### config.mk
export PLATFORM = sky130hd
export DESIGN_NAME = adia_phase_sequencer_flat
export DESIGN_NICKNAME = d
export VERILOG_FILES = /design/src/rtl/adia_phase_sequencer_if.sv /design/src/rtl/adia_phase_sequencer.sv /design/src/flat_wrapper.sv
export SDC_FILE = /design/constraint.sdc
export NUM_CORES = 1
export LEC_CHECK = 0
export BUFFER_PORTS_ARGS = -buffer_cell sky130_fd_sc_hd__buf_2
export CORE_MARGIN = 3
export CORE_UTILIZATION = 48
export CTS_CLUSTER_SIZE = 12
export DETAILED_ROUTE_END_ITERATION = 8
export PLACE_DENSITY = 0.85
export SYNTH_ARGS = -nofsm -noshare
export SYNTH_HDL_FRONTEND = slang
export SYNTH_SLANG_ARGS = --single-unit
### constraint.sdc
create_clock -name clk -period 1.45 [get_ports clk]
set_input_delay 0 -clock clk [delete_from_list [all_inputs] [get_ports clk]]
set_output_delay 0 -clock clk [all_outputs]
set_load 0.01 [all_outputs]
### src/rtl/adia_phase_sequencer_if.sv
// Operand handshake and per-stage power-clock bundle for adia_phase_sequencer.
// The hold_req backpressure input exists only when ADIA_HOLD_STRETCH_EN is defined.
interface adia_phase_sequencer_if #(
  parameter int NUM_STAGES = 4
);
  logic                    run;
  logic                    in_valid;
  logic                    in_ready;
  logic                    out_valid;
  logic                    busy;
  logic [NUM_STAGES-1:0]   clkpos;
  logic [NUM_STAGES-1:0]   clkneg;
  logic [2*NUM_STAGES-1:0] stage_phase;
`ifdef ADIA_HOLD_STRETCH_EN
  logic                    hold_req;

  modport master (
    output run, in_valid, hold_req,
    input  in_ready, out_valid, busy, clkpos, clkneg, stage_phase
  );
  modport slave (
    input  run, in_valid, hold_req,
    output in_ready, out_valid, busy, clkpos, clkneg, stage_phase
  );
`else
  modport master (
    output run, in_valid,
    input  in_ready, out_valid, busy, clkpos, clkneg, stage_phase
  );
  modport slave (
    input  run, in_valid,
    output in_ready, out_valid, busy, clkpos, clkneg, stage_phase
  );
`endif
endinterface

### src/rtl/adia_phase_sequencer.sv
// Four-phase (W/E/H/R) power-clock sequencer for a cascade of adiabatic stages, with
// staggered start-up/drain and operand tokens. Optional ADIA_HOLD_STRETCH_EN adds hold_req.
module adia_phase_sequencer #(
  parameter int NUM_STAGES   = 4,
  parameter int PHASE_CYCLES = 4
) (
  input logic                   clk,
  input logic                   rst_n,
  adia_phase_sequencer_if.slave bus
);
  localparam int              CW       = (PHASE_CYCLES > 1) ? $clog2(PHASE_CYCLES) : 1;
  localparam int              LAST     = NUM_STAGES - 1;
  localparam logic [CW-1:0]   CNT_LAST = CW'(PHASE_CYCLES - 1);

  typedef enum logic [1:0] {PH_W = 2'd0, PH_E = 2'd1, PH_H = 2'd2, PH_R = 2'd3} phase_e;
  typedef enum logic [1:0] {IDLE = 2'd0, RUN = 2'd1, DRAIN = 2'd2} state_e;

  state_e                state_q, state_d;
  logic [CW-1:0]         cnt_q, cnt_d;
  phase_e                phase_q [NUM_STAGES];
  phase_e                phase_d [NUM_STAGES];
  logic [NUM_STAGES-1:0] active_q, active_d;
  logic [NUM_STAGES-1:0] token_q, token_d;
  logic                  out_valid_q, out_valid_d;

  logic [NUM_STAGES-1:0] in_w, in_e, in_h, in_r, clkpos;
  logic [NUM_STAGES-1:0] rel, adv, frz, pred_go, pred_done, tok_pred;
  logic                  tick, hold_stall, tick_eff, in_ready, accept;

  always_comb begin
    for (int i = 0; i < NUM_STAGES; i++) begin
      in_w[i]   = (phase_q[i] == PH_W);
      in_e[i]   = (phase_q[i] == PH_E);
      in_h[i]   = (phase_q[i] == PH_H);
      in_r[i]   = (phase_q[i] == PH_R);
      clkpos[i] = in_e[i] | in_h[i];
    end
  end

`ifdef ADIA_HOLD_STRETCH_EN
  // Consumer backpressure: keep the last stage in H while its result is unclaimed.
  assign hold_stall = bus.hold_req && active_q[LAST] && in_h[LAST] && token_q[LAST];
`else
  assign hold_stall = 1'b0;
`endif

  assign tick     = (state_q != IDLE) && (cnt_q == CNT_LAST);
  assign tick_eff = tick && !hold_stall;
  assign in_ready = (state_q == RUN) && tick_eff && in_w[0];
  assign accept   = bus.in_valid && in_ready;

  // Stage i may leave W only once stage i-1 is powered and in E; stage 0 is gated by RUN.
  // Stage i may park in W only once stage i-1 is parked; stage 0 parks when run is gone.
  assign pred_go   = {active_q[LAST-1:0] & in_e[LAST-1:0], state_q == RUN};
  assign pred_done = {~active_q[LAST-1:0], (state_q == DRAIN) || !bus.run};
  assign tok_pred  = {token_q[LAST-1:0], accept};

  assign rel = {NUM_STAGES{tick_eff}} & ~active_q & pred_go;
  assign adv = {NUM_STAGES{tick_eff}} & active_q;
  assign frz = adv & in_r & pred_done;

  // A token marks a stage holding operand data: picked up on W->E from its
  // predecessor (or from an accept), released when the stage recovers R->W.
  assign active_d    = (active_q | rel) & ~frz;
  assign token_d     = (token_q | ((rel | (adv & in_w)) & tok_pred)) & ~(adv & in_r);
  assign out_valid_d = adv[LAST] && in_e[LAST] && token_q[LAST];

  always_comb begin
    // NOTE: every combinational output gets a default first, so no path infers a latch.
    phase_d = phase_q;
    for (int i = 0; i < NUM_STAGES; i++) begin
      if (rel[i] || adv[i]) phase_d[i] = phase_e'(2'(phase_q[i] + 2'd1));
    end
  end

  always_comb begin
    state_d = state_q;
    unique case (state_q)
      IDLE:    if (bus.run) state_d = RUN;
      RUN:     if (!bus.run) state_d = DRAIN;
      DRAIN:   if (active_d == '0) state_d = IDLE;
      default: state_d = IDLE;
    endcase
  end

  always_comb begin
    cnt_d = cnt_q + 1'b1;
    if (state_q == IDLE || state_d == IDLE) cnt_d = '0;
    else if (tick)                          cnt_d = hold_stall ? cnt_q : '0;
  end

  // NOTE: sequential state uses non-blocking assignments so all flops update together.
  always_ff @(posedge clk or negedge rst_n) begin
    if (!rst_n) begin
      state_q     <= IDLE;
      cnt_q       <= '0;
      active_q    <= '0;
      token_q     <= '0;
      out_valid_q <= 1'b0;
      // NOTE: the phase array is a handful of flops, not a RAM, so resetting it is cheap and required.
      for (int i = 0; i < NUM_STAGES; i++) phase_q[i] <= PH_W;
    end else begin
      state_q     <= state_d;
      cnt_q       <= cnt_d;
      active_q    <= active_d;
      token_q     <= token_d;
      out_valid_q <= out_valid_d;
      phase_q     <= phase_d;
    end
  end

  always_comb begin
    bus.stage_phase = '0;
    for (int i = 0; i < NUM_STAGES; i++) bus.stage_phase[2*i +: 2] = phase_q[i];
  end

  assign bus.clkpos    = clkpos;
  assign bus.clkneg    = ~clkpos;
  assign bus.in_ready  = in_ready;
  assign bus.out_valid = out_valid_q;
  assign bus.busy      = (state_q != IDLE);
endmodule
### src/flat_wrapper.sv
// flat-port wrapper written by rule: the top's interface ports become plain ports
module adia_phase_sequencer_flat 
#(
  parameter int NUM_STAGES   = 4,
  parameter int PHASE_CYCLES = 4
)
  (clk, rst_n, bus_run, bus_in_valid, bus_in_ready, bus_out_valid, bus_busy, bus_clkpos, bus_clkneg, bus_stage_phase);
  adia_phase_sequencer_if #(.NUM_STAGES(NUM_STAGES)) bus_i ();
  input logic clk;
  input logic rst_n;
  input wire logic [$bits(bus_i.run)-1:0] bus_run;
  input wire logic [$bits(bus_i.in_valid)-1:0] bus_in_valid;
  output wire logic [$bits(bus_i.in_ready)-1:0] bus_in_ready;
  output wire logic [$bits(bus_i.out_valid)-1:0] bus_out_valid;
  output wire logic [$bits(bus_i.busy)-1:0] bus_busy;
  output wire logic [$bits(bus_i.clkpos)-1:0] bus_clkpos;
  output wire logic [$bits(bus_i.clkneg)-1:0] bus_clkneg;
  output wire logic [$bits(bus_i.stage_phase)-1:0] bus_stage_phase;
  assign bus_i.run = bus_run;
  assign bus_i.in_valid = bus_in_valid;
  assign bus_in_ready = bus_i.in_ready;
  assign bus_out_valid = bus_i.out_valid;
  assign bus_busy = bus_i.busy;
  assign bus_clkpos = bus_i.clkpos;
  assign bus_clkneg = bus_i.clkneg;
  assign bus_stage_phase = bus_i.stage_phase;
  adia_phase_sequencer #(.NUM_STAGES(NUM_STAGES), .PHASE_CYCLES(PHASE_CYCLES)) u_core (.clk(clk), .rst_n(rst_n), .bus(bus_i));
endmodule
# Word-level counts from Yosys, hierarchy flattened
# Cells that the tools add are included.
# word_totals
reg_bits	21
inputBits	4
out_inout_bits	19
elab_cells	78
# classes
add_sub_neg	5
n_eq_ne	15
mux	6
n_bitwise	22
n_reduce_logical	21
# ops
operator	count
4-bit bitwise AND	9
2-bit equality test (second input constant)	10
4-bit inverter	4
2-bit zero test	6
4-bit OR	3
2-bit by 1-bit adder with 2-bit output (second input constant)	5
2-bit by 1-bit equality test with 1-bit output (second input constant)	5
2-bit 2-to-1 mux	5
1-bit logical AND	6
1-bit logical OR	6
2-bit case mux with 3 select lines	1
4-bit zero test	1
1-bit OR	4
3-bit bitwise AND	1
3-bit inverter	1
2-bit nonzero test	1
1-bit zero test	1

# Logic depth before layout (Yosys ltp)
# logic_depth
ltp_word	13
mapped_depth	6
mapped_depth_nobuf	6

# Worst setup path before layout
# OpenSTA, ideal clock, no wires.
# synth_path
path_kind	reg2reg
startpoint	register u_core.phase_q, in the netlist u_core.bus.stage_phase[5]
endpoint	register u_core.cnt_q[0]
setup_time_ns	0.137
t_arrival_ns	1.476
required_time_ns	1.313
slack_ns	-0.163
path_stages_with_launch	7
period_less_slack_ns	1.613
cell_sequence	dfrtp_1 -> inv_1 -> ha_1 -> nor4_1 -> o221ai_1 -> o311ai_2 -> a211oi_1
# synth_via
elab_chain_len	11
# synth_rtl
element	line	rtl
start, declared	adia_phase_sequencer.sv:20	phase_e phase_q [NUM_STAGES];
start signal, assigned	adia_phase_sequencer.sv:108	phase_q <= phase_d;
2-bit by 1-bit equality test with 1-bit output or 2-bit equality test (tied branches)	adia_phase_sequencer.sv:33, adia_phase_sequencer.sv:35	
3-bit bitwise AND or 4-bit bitwise AND (tied branches)	adia_phase_sequencer.sv:54, adia_phase_sequencer.sv:60	
4-bit bitwise AND, on equally long branches	adia_phase_sequencer.sv:58, adia_phase_sequencer.sv:60	
4-bit OR or 4-bit inverter (tied branches)	adia_phase_sequencer.sv:64	assign active_d = (active_q | rel) & ~frz;
4-bit bitwise AND (*)	adia_phase_sequencer.sv:64	
4-bit zero test (*)	adia_phase_sequencer.sv:81	DRAIN: if (active_d == '0) state_d = IDLE;
2-bit 2-to-1 mux (*)	adia_phase_sequencer.sv:81	
2-bit case mux with 3 select lines (*)	adia_phase_sequencer.sv:78	unique case (state_q)
2-bit zero test (*)	adia_phase_sequencer.sv:88	if (state_q == IDLE || state_d == IDLE) cnt_d = '0;
1-bit logical OR (*)	adia_phase_sequencer.sv:88	
2-bit 2-to-1 mux (*)	adia_phase_sequencer.sv:88	
via u_core.cnt_d[0]	adia_phase_sequencer.sv:19	logic [CW-1:0] cnt_q, cnt_d;
end signal, assigned	adia_phase_sequencer.sv:104	cnt_q <= cnt_d;
end, declared	adia_phase_sequencer.sv:19	
# The timed path passes the listed nets; every way through them passes the cells marked *.
# A chain may end at the register's enable or synchronous reset.

# Worst setup path in the final report
# Ends and elaborated chain as after synthesis.

==> impl_metrics.csv <==
group,metric,value,unit
timing,max_slew_margin,0.6823,
logic_synthesis,yosys.area.top_type,"dfrtp_1",
placement,portBuffers,22,
setup_path,end_kind,"register",
floorplanning,rows,17,
timing,period_needed,1659,ps
setup_path,critPathKind,"reg -> reg",
timing,setup_viol,3,
floorplanning,die_h,55.29,um
setup_path,r2r_start,"u_core.bus.stage_phase[5]$_DFFE_PN0P_",
logic_synthesis,synth_nets,139,
layout,final_layout_size_suffix_gt1_frac,0.3976,
floorplanning,coreArea,2255,um^2
power,powerDensity,1359,nW/um^2
setup_path,r2r_end,"u_core.cnt_q[0]$_DFF_PN0_",
clock_network,cts_buffer_depth,2,
setup_path,critical_path.max_stage_delay,440,ps
timing,min_period_over_period,1.144,
logic_synthesis,synth_warnings,0,
power,clkPwrFrac,0.131,
logic_synthesis,synth-seq-cells,21,
setup_path,crit_end,"u_core.cnt_q[0]$_DFF_PN0_",
clock_network,numClockSinks,21,
power,p_int,0.001327,W
layout,diodes,0,
grt,grt_max_degree,22,
floorplanning,die-area,3057,um^2
timing,drv_slew,0,
timing,rsz0062_at_grt,"yes",
timing,fin_ws,-209.5,ps
setup_path,worstPathRequired,1630,ps
clock_network,clkTransAtPathRegs,130,ps
detailed_routing,drt_first_pass_iters,4,
status,status,"complete, but fails checks",
placement,dp_hpwl,2043,um
setup_path,path_cells,"inv_2 -> ha_4 -> nor4_4 -> o221ai_2 -> o311ai_2 -> a211oi_1",
setup_path,cp_slowest_cell,"dfrtp_1",
logic_synthesis,netlist_area,1166,um^2
detailed_routing,vias,1038,
floorplanning,io-pin-count,23,
power,switchingPower,0.0008753,W
power,p_leak,0.7527,nW
detailed_routing,detail-route-antenna-nets,0,
logic_synthesis,syn_area_per_cell,9.558,um^2
clock_network,cts_tree,"yes",
layout,fillers,176,
grt,grt_pass1_vias,1077,
setup_path,regToRegSetupSlack,-210,ps
power,combPwrFrac,0.484,
clock_network,cts_max_level,1,
floorplanning,start_util,0.5172,
setup_path,cp-startpoint,"u_core.bus.stage_phase[5]$_DFFE_PN0P_",
power,seq_power_share,0.385,
placement,gp_congestion,0.8947,
power,irDropWorstVdd,1260,uV
logic_synthesis,yosysTopAreaCellShare,0.4506,
timing,clock_skew,12.11,ps
timing,worstMarginPinSlew,476.6,ps
clock_network,cts_buffers,3,
power,swShare,0.3974,
detailed_routing,routedWlPerCell,14.04,um
detailed_routing,vias_per_cell,5.351,
setup_path,crit_fanout,4,
layout,instances_no_fill,194,
timing,max_clock_freq,602.6,MHz
layout,nets,184,
detailed_routing,wirelength,2724,um
detailed_routing,drc,0,
floorplanning,fp.dieW,55.29,um
placement,dpl.cell_count,185,
layout,final_util,0.7186,
detailed_routing,drt_iter0_markers,5,
setup_path,cp.arrival,1840,ps
logic_synthesis,ys_seq_area_frac,0.4506,
run,max-cap-violations,0,
grt,grt_usage,0.1913,
logic_synthesis,yosys.cell_types.count,30,
worst_hold_path,min_path_type,"in -> async",
grt,grt-ovfl-total,0,
setup_path,reg2reg_depth,6,
timing,whs,161.1,ps
logic_synthesis,yosys-top-cells-area,"dfrtp_1, ha_1, inv_1, a21oi_1, o21ai_0",
status,violations,"negative setup slack",
clock_network,ctsRootBufferMaster,"clkbuf_4",
clock_network,insertion_delay,310,ps
grt,grt_antenna_before_repair,0,
layout,area_delta_synth_final,38.95,%
logic_synthesis,synthCells,122,
timing,setup_tns,-616.1,ps
grt,grt_pass1_wl,4726,um
timing,hold_viol_final,0,
setup_path,cp-start-kind,"register",
cells in the mapped netlist:
cell type / instances
nand2b_1: 1
buf_6: 1
o21a_1: 1
dfrtp_1: 21
o221ai_1: 1
o21ai_1: 2
buf_4: 1
inv_1: 16
o311ai_2: 1
or2_2: 1
clkbuf_1: 2
buf_2: 1
and4_1: 1
and2_1: 1
a211oi_1: 1
ha_1: 13
xnor2_1: 4
and3_1: 1
a21boi_1: 1
o21ai_0: 10
nand3_1: 1
nor2_1: 4
and2b_1: 1
nand2_1: 12
o211ai_1: 2
and3b_1: 1
o2bb2ai_1: 1
a31oi_1: 7
nor4_1: 1
a21oi_1: 11
routing by layer:
layer,global-route usage,share of wire,vias to the layer above
li1,-,-,507
met2,0.3716,0.53,22
met4,0.06597,0.019,0
met5,0,0,-
met1,0.2108,0.42,503
met3,0.02103,0.028,6
registers in the layout, indices dropped and copies added (netlist names):
name / cells
u_core.bus.stage_phase: 8
u_core.state_q: 2
u_core.token_q: 4
u_core.bus.out_valid: 1
u_core.cnt_q: 2
u_core.active_q: 4
logic make-up after synthesis:
kind of cell	synth area share
AO/OA/AOI/OAI	0.1974
flip-flops	0.4506
XOR/XNOR	0.03004
adder cells (fa/ha/maj)	0.1395
buffers and inverters	0.07833
AND/OR/NAND/NOR	0.1041
cell usage in the layout, fill, tap and decap left out, drive strengths merged, types with 2 or more instances in the layout:
cell,instances
nor2,4
inv,16
xnor2,4
o211ai,2
o21ai,12
clkbuf,3
nand2,12
ha,13
dfrtp,21
a21oi,11
a31oi,7
dlygate4sd3,3
buf,42
worst min-delay path by stage:
| stage | endpoint | slack [ps] |
|---|---|---|
| floorplan | u_core.active_q[0]$_DFF_PN0_ | -300 |
| CTS | u_core.bus.stage_phase[5]$_DFFE_PN0P_ | 180 |
| global route | u_core.bus.stage_phase[5]$_DFFE_PN0P_ | 200 |
| finish | u_core.bus.stage_phase[5]$_DFFE_PN0P_ | 160 |
| detailed placement | u_core.bus.stage_phase[5]$_DFFE_PN0P_ | -10 |
| global placement | u_core.bus.stage_phase[5]$_DFFE_PN0P_ | -20 |
power groups by stage:
| stage | Sequential [W] | Combinational (W) | Clock, W |
|---|---|---|---|
| 3_3_place_gp | 0.000822 | 0.000869 | 0 |
| 3_5_place_dp | 0.000836 | 0.000914 | 0 |
| 5_1_grt | 0.000864 | 0.00119 | 0.000322 |
| 6_report | 0.000848 | 0.00107 | 0.000289 |
| 4_1_cts | 0.000840 | 0.000952 | 0.000295 |
| 2_1_floorplan | 0.000819 | 0.000552 | 0 |
critical path: cells and delay by family (launching register included):
kind                     cells  cell delay (ps)
AND/OR/NAND/NOR              1              280
buffers and inverters        1               80
flip-flops                   1              440
AO/OA/AOI/OAI                3              550
adder cells (fa/ha/maj)      1              180
timing repair:
item	in CTS	in global routing
pin swaps	5	3
endpoints found under the setup margin	3	10
hold buffers	3	0
hold endpoints to repair	24	0
gates resized for setup	10	16
setup buffers	2	3
final cells by class:
cell class	instances	area, um^2	area share
Multi-Input combinational cell	80	658.1	0.4062
Tap cell	28	35.03	0.02162
Clock buffer	3	22.52	0.01390
Inverter	16	60.06	0.03707
Sequential cell	21	529.3	0.3266
Clock inverter	1	5.005	0.003089
Timing Repair Buffer	45	310.3	0.1915
per-stage QoR:
step | instance area [um^2] | setup WS (ps) | total power [W]
3_3_place_gp | 1429 | -174.5 | 0.001690
5_1_grt | 1620 | -354.6 | 0.002373
2_1_floorplan | 1180 | -107.9 | 0.001371
6_report | 1620 | -209.5 | 0.002202
4_1_cts | 1564 | -245.6 | 0.002087
3_5_place_dp | 1429 | -278.2 | 0.001750
No activity file was read; power rests on OpenSTA's default activity.
